--- src/rtl/alien_formation.sv ---
// Marching alien formation: steps the 10x5 grid left/right, drops at the edges and flags invasion.
// Optional FORMATION_SPEEDUP_EN: step interval shrinks with the number of live aliens.
module alien_formation #(
    parameter int START_COL     = 100,
    parameter int START_ROW     = 40,
    parameter int STEP_X        = 10,
    parameter int STEP_Y        = 10,
    parameter int LEFT_LIMIT    = 10,
    parameter int RIGHT_LIMIT   = 630,
    parameter int INVADE_ROW    = 440,
    parameter int BASE_INTERVAL = 26
) (
    input  logic        Clk,
    input  logic        Reset_n,
    input  logic        Frame_Tick,
    input  logic        Enable,
    input  logic        Restart,
    input  logic [49:0] Aliens_Grid,
    output logic [8:0]  Aliens_Row,
    output logic [9:0]  Aliens_Col,
    output logic        Direction,
    output logic        Move_Pulse,
    output logic        Invaded
);

    localparam int N_COLS  = 10;
    localparam int N_ROWS  = 5;
    localparam int PITCH_X = 40;
    localparam int PITCH_Y = 30;
    localparam int ALIEN_W = 30;
    localparam int ALIEN_H = 20;

    typedef enum logic [1:0] {MARCH_R, MARCH_L, HALT} state_t;

    state_t      state;
    logic [7:0]  frame_cnt;
    logic [7:0]  interval;
    logic [9:0]  col_live;
    logic [4:0]  row_live;
    logic [3:0]  lmin;
    logic [3:0]  rmax;
    logic [2:0]  bmax;
    logic [10:0] right_edge;
    logic [10:0] left_edge;
    logic [10:0] bottom_edge;
    logic        grid_empty;
    logic        invade_hit;
    logic        tick_en;
    logic        step;

    // NOTE: every signal written in always_comb gets a default first so no latch is inferred.
    always_comb begin
        col_live = '0;
        row_live = '0;
        for (int r = 0; r < N_ROWS; r++) begin
            for (int c = 0; c < N_COLS; c++) begin
                if (Aliens_Grid[r*N_COLS + c]) begin
                    col_live[c] = 1'b1;
                    row_live[r] = 1'b1;
                end
            end
        end
    end

    // Scan order picks the extreme index: descending scan leaves the lowest, ascending the highest.
    always_comb begin
        lmin = '0;
        rmax = '0;
        bmax = '0;
        for (int c = N_COLS - 1; c >= 0; c--) begin
            if (col_live[c]) lmin = 4'(c);
        end
        for (int c = 0; c < N_COLS; c++) begin
            if (col_live[c]) rmax = 4'(c);
        end
        for (int r = 0; r < N_ROWS; r++) begin
            if (row_live[r]) bmax = 3'(r);
        end
    end

`ifdef FORMATION_SPEEDUP_EN
    logic [5:0] live_count;

    always_comb begin
        live_count = '0;
        for (int i = 0; i < N_COLS*N_ROWS; i++) begin
            if (Aliens_Grid[i]) live_count = live_count + 6'd1;
        end
    end

    assign interval = 8'd1 + {3'd0, live_count[5:1]};
`else
    assign interval = 8'(BASE_INTERVAL);
`endif

    // 11-bit sums leave headroom so a formation near the right edge cannot wrap the compare.
    assign right_edge  = {1'b0, Aliens_Col} + 11'(rmax) * 11'(PITCH_X) + 11'(ALIEN_W + STEP_X);
    assign left_edge   = {1'b0, Aliens_Col} + 11'(lmin) * 11'(PITCH_X);
    assign bottom_edge = {2'b0, Aliens_Row} + 11'(bmax) * 11'(PITCH_Y) + 11'(ALIEN_H);

    assign grid_empty = (Aliens_Grid == '0);
    assign invade_hit = !grid_empty && (bottom_edge >= 11'(INVADE_ROW));
    assign tick_en    = Frame_Tick && Enable && (state != HALT);
    // A shrinking interval can leave the counter above the new limit, hence >= rather than ==.
    assign step       = tick_en && (frame_cnt >= interval - 8'd1);

    // NOTE: sequential state uses non-blocking assignments only, so every register samples pre-edge values.
    always_ff @(posedge Clk or negedge Reset_n) begin
        if (!Reset_n) begin
            state      <= MARCH_R;
            Direction  <= 1'b1;
            Aliens_Row <= 9'(START_ROW);
            Aliens_Col <= 10'(START_COL);
            frame_cnt  <= '0;
            Move_Pulse <= 1'b0;
            Invaded    <= 1'b0;
        end else if (Restart) begin
            state      <= MARCH_R;
            Direction  <= 1'b1;
            Aliens_Row <= 9'(START_ROW);
            Aliens_Col <= 10'(START_COL);
            frame_cnt  <= '0;
            Move_Pulse <= 1'b0;
            Invaded    <= 1'b0;
        end else begin
            Move_Pulse <= 1'b0;
            if (invade_hit) begin
                Invaded   <= 1'b1;
                state     <= HALT;
                Direction <= 1'b0;
            end else if (grid_empty) begin
                state     <= HALT;
                Direction <= 1'b0;
            end else if (step) begin
                frame_cnt  <= '0;
                Move_Pulse <= 1'b1;
                if (state == MARCH_R) begin
                    if (right_edge > 11'(RIGHT_LIMIT)) begin
                        Aliens_Row <= Aliens_Row + 9'(STEP_Y);
                        state      <= MARCH_L;
                        Direction  <= 1'b0;
                    end else begin
                        Aliens_Col <= Aliens_Col + 10'(STEP_X);
                    end
                end else begin
                    if (left_edge < 11'(LEFT_LIMIT + STEP_X)) begin
                        Aliens_Row <= Aliens_Row + 9'(STEP_Y);
                        state      <= MARCH_R;
                        Direction  <= 1'b1;
                    end else begin
                        Aliens_Col <= Aliens_Col - 10'(STEP_X);
                    end
                end
            end else if (tick_en) begin
                frame_cnt <= frame_cnt + 8'd1;
            end
        end
    end

endmodule

--- config.mk ---
export PLATFORM = sky130hd
export DESIGN_NAME = alien_formation
export DESIGN_NICKNAME = d
export VERILOG_FILES = /design/src/rtl/alien_formation.sv
export SDC_FILE = /design/constraint.sdc
export NUM_CORES = 1
export LEC_CHECK = 0
export ABC_AREA = 1
export CAP_MARGIN = 5
export CELL_PAD_IN_SITES_DETAIL_PLACEMENT = 2
export CELL_PAD_IN_SITES_GLOBAL_PLACEMENT = 2
export CORE_MARGIN = 10
export CORE_UTILIZATION = 29
export CTS_CLUSTER_SIZE = 40
export DETAILED_ROUTE_END_ITERATION = 8
export HOLD_SLACK_MARGIN = 0.06
export PLACE_DENSITY_LB_ADDON = 0.2
export SLEW_MARGIN = 10
export SYNTH_ARGS = -nofsm -noshare
export SYNTH_HDL_FRONTEND = slang
export SYNTH_SLANG_ARGS = --single-unit
--- constraint.sdc ---
create_clock -name Clk -period 3.1 [get_ports Clk]
set_clock_uncertainty 0.15 [all_clocks]
set_input_delay 0.775 -clock Clk [delete_from_list [all_inputs] [get_ports Clk]]
set_output_delay 0.775 -clock Clk [all_outputs]
set_load 0.01 [all_outputs]
After elaboration in Yosys (flattened, before gate mapping)

Cells that the tools add are included.

Flip-flop bits (word level): 32
Bits of input ports: 55
Output and inout bits: 22

Add/subtract/negate cells: 9
Multiply operators: 3
Magnitude comparators: 4
Equality and inequality tests: 7
Muxes and demuxes: 152
Reduce and logical (&&, ||, !) cells: 17

Operators with widths:

| operator                                                                      | count |
|---|---|
| 1-bit two-way mux                                                             | 105 |
| 4-bit two-way mux                                                             | 18 |
| 10-bit two-way mux                                                            | 7 |
| 9-bit two-way mux                                                             | 7 |
| 50-bit zero test                                                              | 1 |
| 8-bit two-way mux                                                             | 5 |
| 10-bit by 10-bit adder with 11-bit output                                     | 2 |
| 4-bit by 3-bit multiplier with 7-bit output, second input constant            | 2 |
| 2-bit two-way mux                                                             | 7 |
| 10-bit by 5-bit adder with 11-bit output, second input constant               | 1 |
| 11-bit by 6-bit adder with 11-bit output, second input constant               | 1 |
| 11-bit by 9-bit >= comparator with 1-bit output, second input constant        | 1 |
| 11-bit by 10-bit > comparator with 1-bit output, second input constant        | 1 |
| 11-bit by 5-bit less-than comparator with 1-bit output, second input constant | 1 |
| 10-bit by 4-bit adder with 10-bit output, second input constant               | 1 |
| 9-bit by 8-bit adder with 10-bit output                                       | 1 |
| 5-bit AND reduction                                                           | 2 |
| 10-bit by 4-bit subtractor with 10-bit output, second input constant          | 1 |
| 9-bit by 4-bit adder with 9-bit output, second input constant                 | 1 |
| 3-bit two-way mux                                                             | 3 |
| 8-bit by 1-bit adder with 8-bit output, second input constant                 | 1 |
| 8-bit by 5-bit >= comparator with 1-bit output, second input constant         | 1 |
| 3-bit by 4-bit multiplier with 7-bit output, second input constant            | 1 |
| 2-bit != test, second input constant                                          | 3 |
| 11 further kinds                                                              | 18 |

Longest topological paths before layout

Word-level depth: 24
Depth in mapped cells: 30

Worst setup path after synthesis

OpenSTA, ideal clock, no wires.

Kind: input to register
Start: input Aliens_Grid[29]
End: register Aliens_Col[4]
Data arrival time: 4.101 ns
Setup slack: -1.268 ns
Stages: 24
Cells stage by stage: nor3_1 > nand3_1 > nor2_1 > inv_1 > a21oi_1 > ha_1 > ha_1 > inv_1 > fa_1 > inv_1 > ha_1 > ha_1 > nand2_1 > nand2_1 > inv_2 > nand3b_1 > nand2_1 > nand3_2 > nand2_2 > nand2_2 > a21oi_4 > nand3_4 > nand2_1 > nand2_1

Longest elaborated chain between the ends: 18
Elaborated cells on any way between the ends: 37
Classes of those cells: 5 x add/sub; 3 x mul; 3 x order compare; 4 x eq/ne; 18 x mux; 4 x reduce/logical

Ends and longest elaborated chain:

| item                                                   | RTL line | text |
|---|---|---|
| start: declaration                                     | 18       | `input logic [49:0] Aliens_Grid,` |
| 1-bit two-way mux (3 in series)                        | 57       | `if (Aliens_Grid[r*N_COLS + c]) begin` |
| 4-bit two-way mux (10 in series)                       | 71       | `if (col_live[c]) lmin = 4'(c);` |
| 4-bit by 3-bit multiplier with 7-bit output            | 98       | `assign left_edge = {1'b0, Aliens_Col} + 11'(lmin) * 11'(PITCH_X);` |
| 10-bit by 10-bit adder with 11-bit output              | 98       |  |
| 11-bit by 5-bit less-than comparator with 1-bit output | 146      | `if (left_edge < 11'(LEFT_LIMIT + STEP_X)) begin` |
| 3-bit != test (no source line)                         | -        |  |
| 5-bit AND reduction (no source line) (*)               | -        |  |
| end signal: assignment                                 | 113      | `Aliens_Col <= 10'(START_COL);` |
| end signal: assignment                                 | 143      | `Aliens_Col <= Aliens_Col + 10'(STEP_X);` |
| end signal: assignment                                 | 151      | `Aliens_Col <= Aliens_Col - 10'(STEP_X);` |
| end: declaration                                       | 20       | `output logic [9:0] Aliens_Col,` |

Every way passes the cells marked *; elsewhere a longest branch is shown, timed or not.
A chain may end at the register's enable or synchronous reset.

Worst setup path in the final report

Start: input Aliens_Grid[7]
End: register Aliens_Col[5]

Longest elaborated chain between the ends: 18
Elaborated cells on any way between the ends: 31
Classes of those cells: 3 x add/sub; 2 x mul; 2 x order compare; 4 x eq/ne; 16 x mux; 4 x reduce/logical

Ends and longest elaborated chain:

| item |
|---|
| branches (longest 17 deep; another with 10-bit by 10-bit adder with 11-bit output) |
| 5-bit AND reduction (no source line) (*) |

Mark *: on every way between the ends.

==> impl_metrics.csv <==
group,metric,value,unit
sta,fmax,212.0,MHz
cells_and_area,layout_commonest_cell,"nand2_1",
synthesis,async_flop_share,100.0,%
critical_path,crit_path_end_kind,"register",
synthesis,syn_area_per_cell,6.565,µm²
worst_hold_path,worstHoldPathType,"reg -> reg",
global_routing,gr-total-overflow,0,
sta,setup_viol_count_final,30,
synthesis,yosysSeqAreaShare,19.51,%
critical_path,path_class,"in -> reg",
status,status,"finished, violations left",
place,numPortBuffers,74,
place,dp_hpwl,13720,µm
global_routing,grt_util_all_layers,23.37,%
sta,finalMaxSlewViolations,0,
status,violations,"negative setup slack",
drt,viasPerCell,5.371,
critical_path,arrival,4.79,ns
cells_and_area,nFillCells,1495,
sta,min_period,4.716,ns
drt,m1WireLength,10150,µm
synthesis,synth_seq_cells,30,
clock_network,clock_latency,0.30,ns
drt,dr_wl_met3,1216,µm
critical_path,critPathRequiredTime,3.17,ns
die,core,13190,µm²
cells_and_area,layout-area-overhead-vs-synth,68.09,%
global_routing,grt_pass1_vias,5708,
clock_network,cts_max_level,2,
drt,first_pass_iters,4,
synthesis,synth_edf_count,0,
synthesis,syn_area,3886,µm²
global_routing,grt_max_degree,31,
global_routing,grt_pass1_wl,33790,µm
critical_path,crit_fanout,7,
global_routing,antenna_found_initial,1,
synthesis,synth-main-ff-cell,"dfrtp_1",
die,die_w,135.8,µm
sta,fin_crit_sh,152.1,%
drt,antenna_left,0,
synthesis,syn_inst,592,
cells_and_area,regArea,758.2,µm²
clock_network,hold_buffers,0,
synthesis,synth_top_area_cell,"ha_1",
cells_and_area,drive_above_1_share,43.94,%
drt,top_layer,"met4",
pwr,p_leak,3.299,nW
cells_and_area,fin_cells,944,
clock_network,cts_buffers,5,
clock_network,cts_tree,"yes",
drt,vias,5070,
drt,wire_per_inst,27.66,µm
synthesis,yosys_warnings,0,
place,place_congestion,0.8418,
drt,drc,0,
clock_network,cts-root-buf,"clkbuf_16",
cells_and_area,fin_nets,883,
sta,finalHoldViolations,0,
die,num_rows,42,
die,start_util,29.46,%
sta,rsz0062_at_grt,"true",
synthesis,ys_types,42,
sta,max_slew.worst_pin.slew,0.6219,ns
die,dieArea,18430,µm²
pwr,peakVddDrop,453.9,µV
sta,setup_ws,-1.616,ns
synthesis,synth_top_area_share,17.71,%
sta,fin_worst_hold_slack,0.3533,ns
drt,wl,26110,µm
cells_and_area,layout_common_cells,"96 x nand2_1, 88 x buf_4, 60 x inv_1, 56 x nor2_1, 53 x nand2_2",
clock_network,cts.sinks,30,
cells_and_area,multi_input_area,3626,µm²
die,ioPinCount,77,
clock_network,clk_transition_reported_paths,0.05,ns
synthesis,synth_area_leaders,"ha_1 18%, nand2_1 16%, dfrtp_1 15%, nor2_1 7.9%, inv_1 7.8%",
place,numPlacedInstances,904,
drt,dr_wl_met2,13590,µm
die,die_h,135.8,µm
critical_path,cp-start-kind,"input pin",
run,drv_cap,0,
pwr,power_density,828.7,nW/µm²
clock_network,clk_path_buf_depth,2,
sta,max-slew-margin-rel,58.10,%
drt,initialDrtViolationCount,235,
==> worst paths after layout <==
path / from / endpoint / cells after the start / slack [ns]
worst max-delay path: Aliens_Grid[7] / Aliens_Col[5]$_DFFE_PN1P_ / 22 / -1.62
worst min-delay path: frame_cnt[5]$_DFFE_PN0P_ / frame_cnt[5]$_DFFE_PN0P_ / 2 / 0.35
worst max register to register: Aliens_Col[5]$_DFFE_PN1P_ / Aliens_Col[5]$_DFFE_PN1P_ / 15 / -0.35
worst min register to register: frame_cnt[5]$_DFFE_PN0P_ / frame_cnt[5]$_DFFE_PN0P_ / 2 / 0.35
max in group asynchronous: Reset_n / Aliens_Col[6]$_DFFE_PN1P_ / 2 / 1.67
min in group asynchronous: Reset_n / Aliens_Row[6]$_DFFE_PN0P_ / 2 / 0.75
==> where the power goes <==
part / internal (mW) / total (mW) / switching (mW)
Combinational: 1.58 / 4.09 / 2.50
Clock: 0.319 / 0.542 / 0.223
Sequential: 0.543 / 0.786 / 0.242
==> logic make-up (layout without fill, tap and decap cells) <==
| kind of cell | after synthesis | after routing | share of synthesized area (%) |
|---|---|---|---|
| buffers and inverters | 98 | 270 | 10.53 |
| XOR/XNOR | 11 | 11 | 2.479 |
| AND/OR/NAND/NOR | 349 | 350 | 39.89 |
| adder cells (fa/ha/maj) | 62 | 62 | 21.31 |
| flip-flops | 30 | 30 | 19.51 |
| other | 1 | 4 | 0.09649 |
| AO/OA/AOI/OAI | 41 | 41 | 6.182 |
==> metrics by stage <==
stage | setup WS, ns | TNS (ns) | total power, mW | instance area [µm²] | utilization (%)
floorplan | -1.054 | -26.25 | 2.532 | 4096 | -
global placement | -1.814 | -50.63 | 3.451 | 5509 | 41.77
detailed placement | -2.018 | -55.87 | 3.679 | 5509 | 41.77
CTS | -1.291 | -34.99 | 4.615 | 6233 | 47.26
global route | -1.757 | -47.23 | 5.724 | 6530 | 49.51
finish | -1.616 | -42.71 | 5.413 | 6533 | 49.53
==> worst max-delay path, stage by stage <==
cell and delay, ns:
dlygate4sd2_1 0.29, nor3_4 0.27, and2_4 0.23, nand2_2 0.09, inv_2 0.09, nor2_4 0.05, buf_4 0.14, ha_1 0.29
a21oi_1 0.29, nor2_1 0.16, ha_1 0.36, ha_4 0.30, a21oi_1 0.24, nand3_1 0.13, nand2_1 0.10, nand2_2 0.07
clkinv_4 0.07, nand2_4 0.06, a21oi_4 0.29, buf_6 0.18, nand4_1 0.17, nand2_1 0.13
==> timing repair <==
action | in CTS | in global routing
pin swaps | 90 | 91
cloned | 1 | 0
resized for setup | 241 | 110
setup buffers | 24 | 9
setup endpoints to repair | 30 | 30
==> registers in the layout, summed over array words and instances, names as in the netlist <==
| register | flops |
|---|---|
| Move_Pulse | 1 |
| state | 2 |
| Aliens_Row | 8 |
| frame_cnt | 8 |
| Aliens_Col | 9 |
| Invaded | 1 |
| Direction | 1 |
==> layer usage <==
layer / vias to the layer above / global-route usage (%)
met3: 70 / 2.967
li1: 2250 / -
met1: 2587 / 26.76
met2: 163 / 44.20
met4: 0 / 5.921
met5: - / 0
==> synthesized netlist by cell type, drive strengths merged (4+ instances only) <==
cell	number
nand3	41
fa	7
buf	5
ha	55
xnor2	6
dfstp	6
nand4	26
nor3	15
nand2	169
xor2	5
inv	88
dfrtp	24
a21oi	19
nand3b	4
nor2	84
o21ai	13
==> layout make-up <==
cell class,count,share of cell area (%)
Sequential cell,30,11.61
Tap cell,176,3.371
Multi-Input combinational cell,467,55.51
Antenna cell,1,0.03831
Timing Repair Buffer,172,21.60
Clock inverter,2,0.1915
Clock buffer,6,2.126
Inverter,90,5.554
Note: power is estimated with default switching activity, not from simulation.
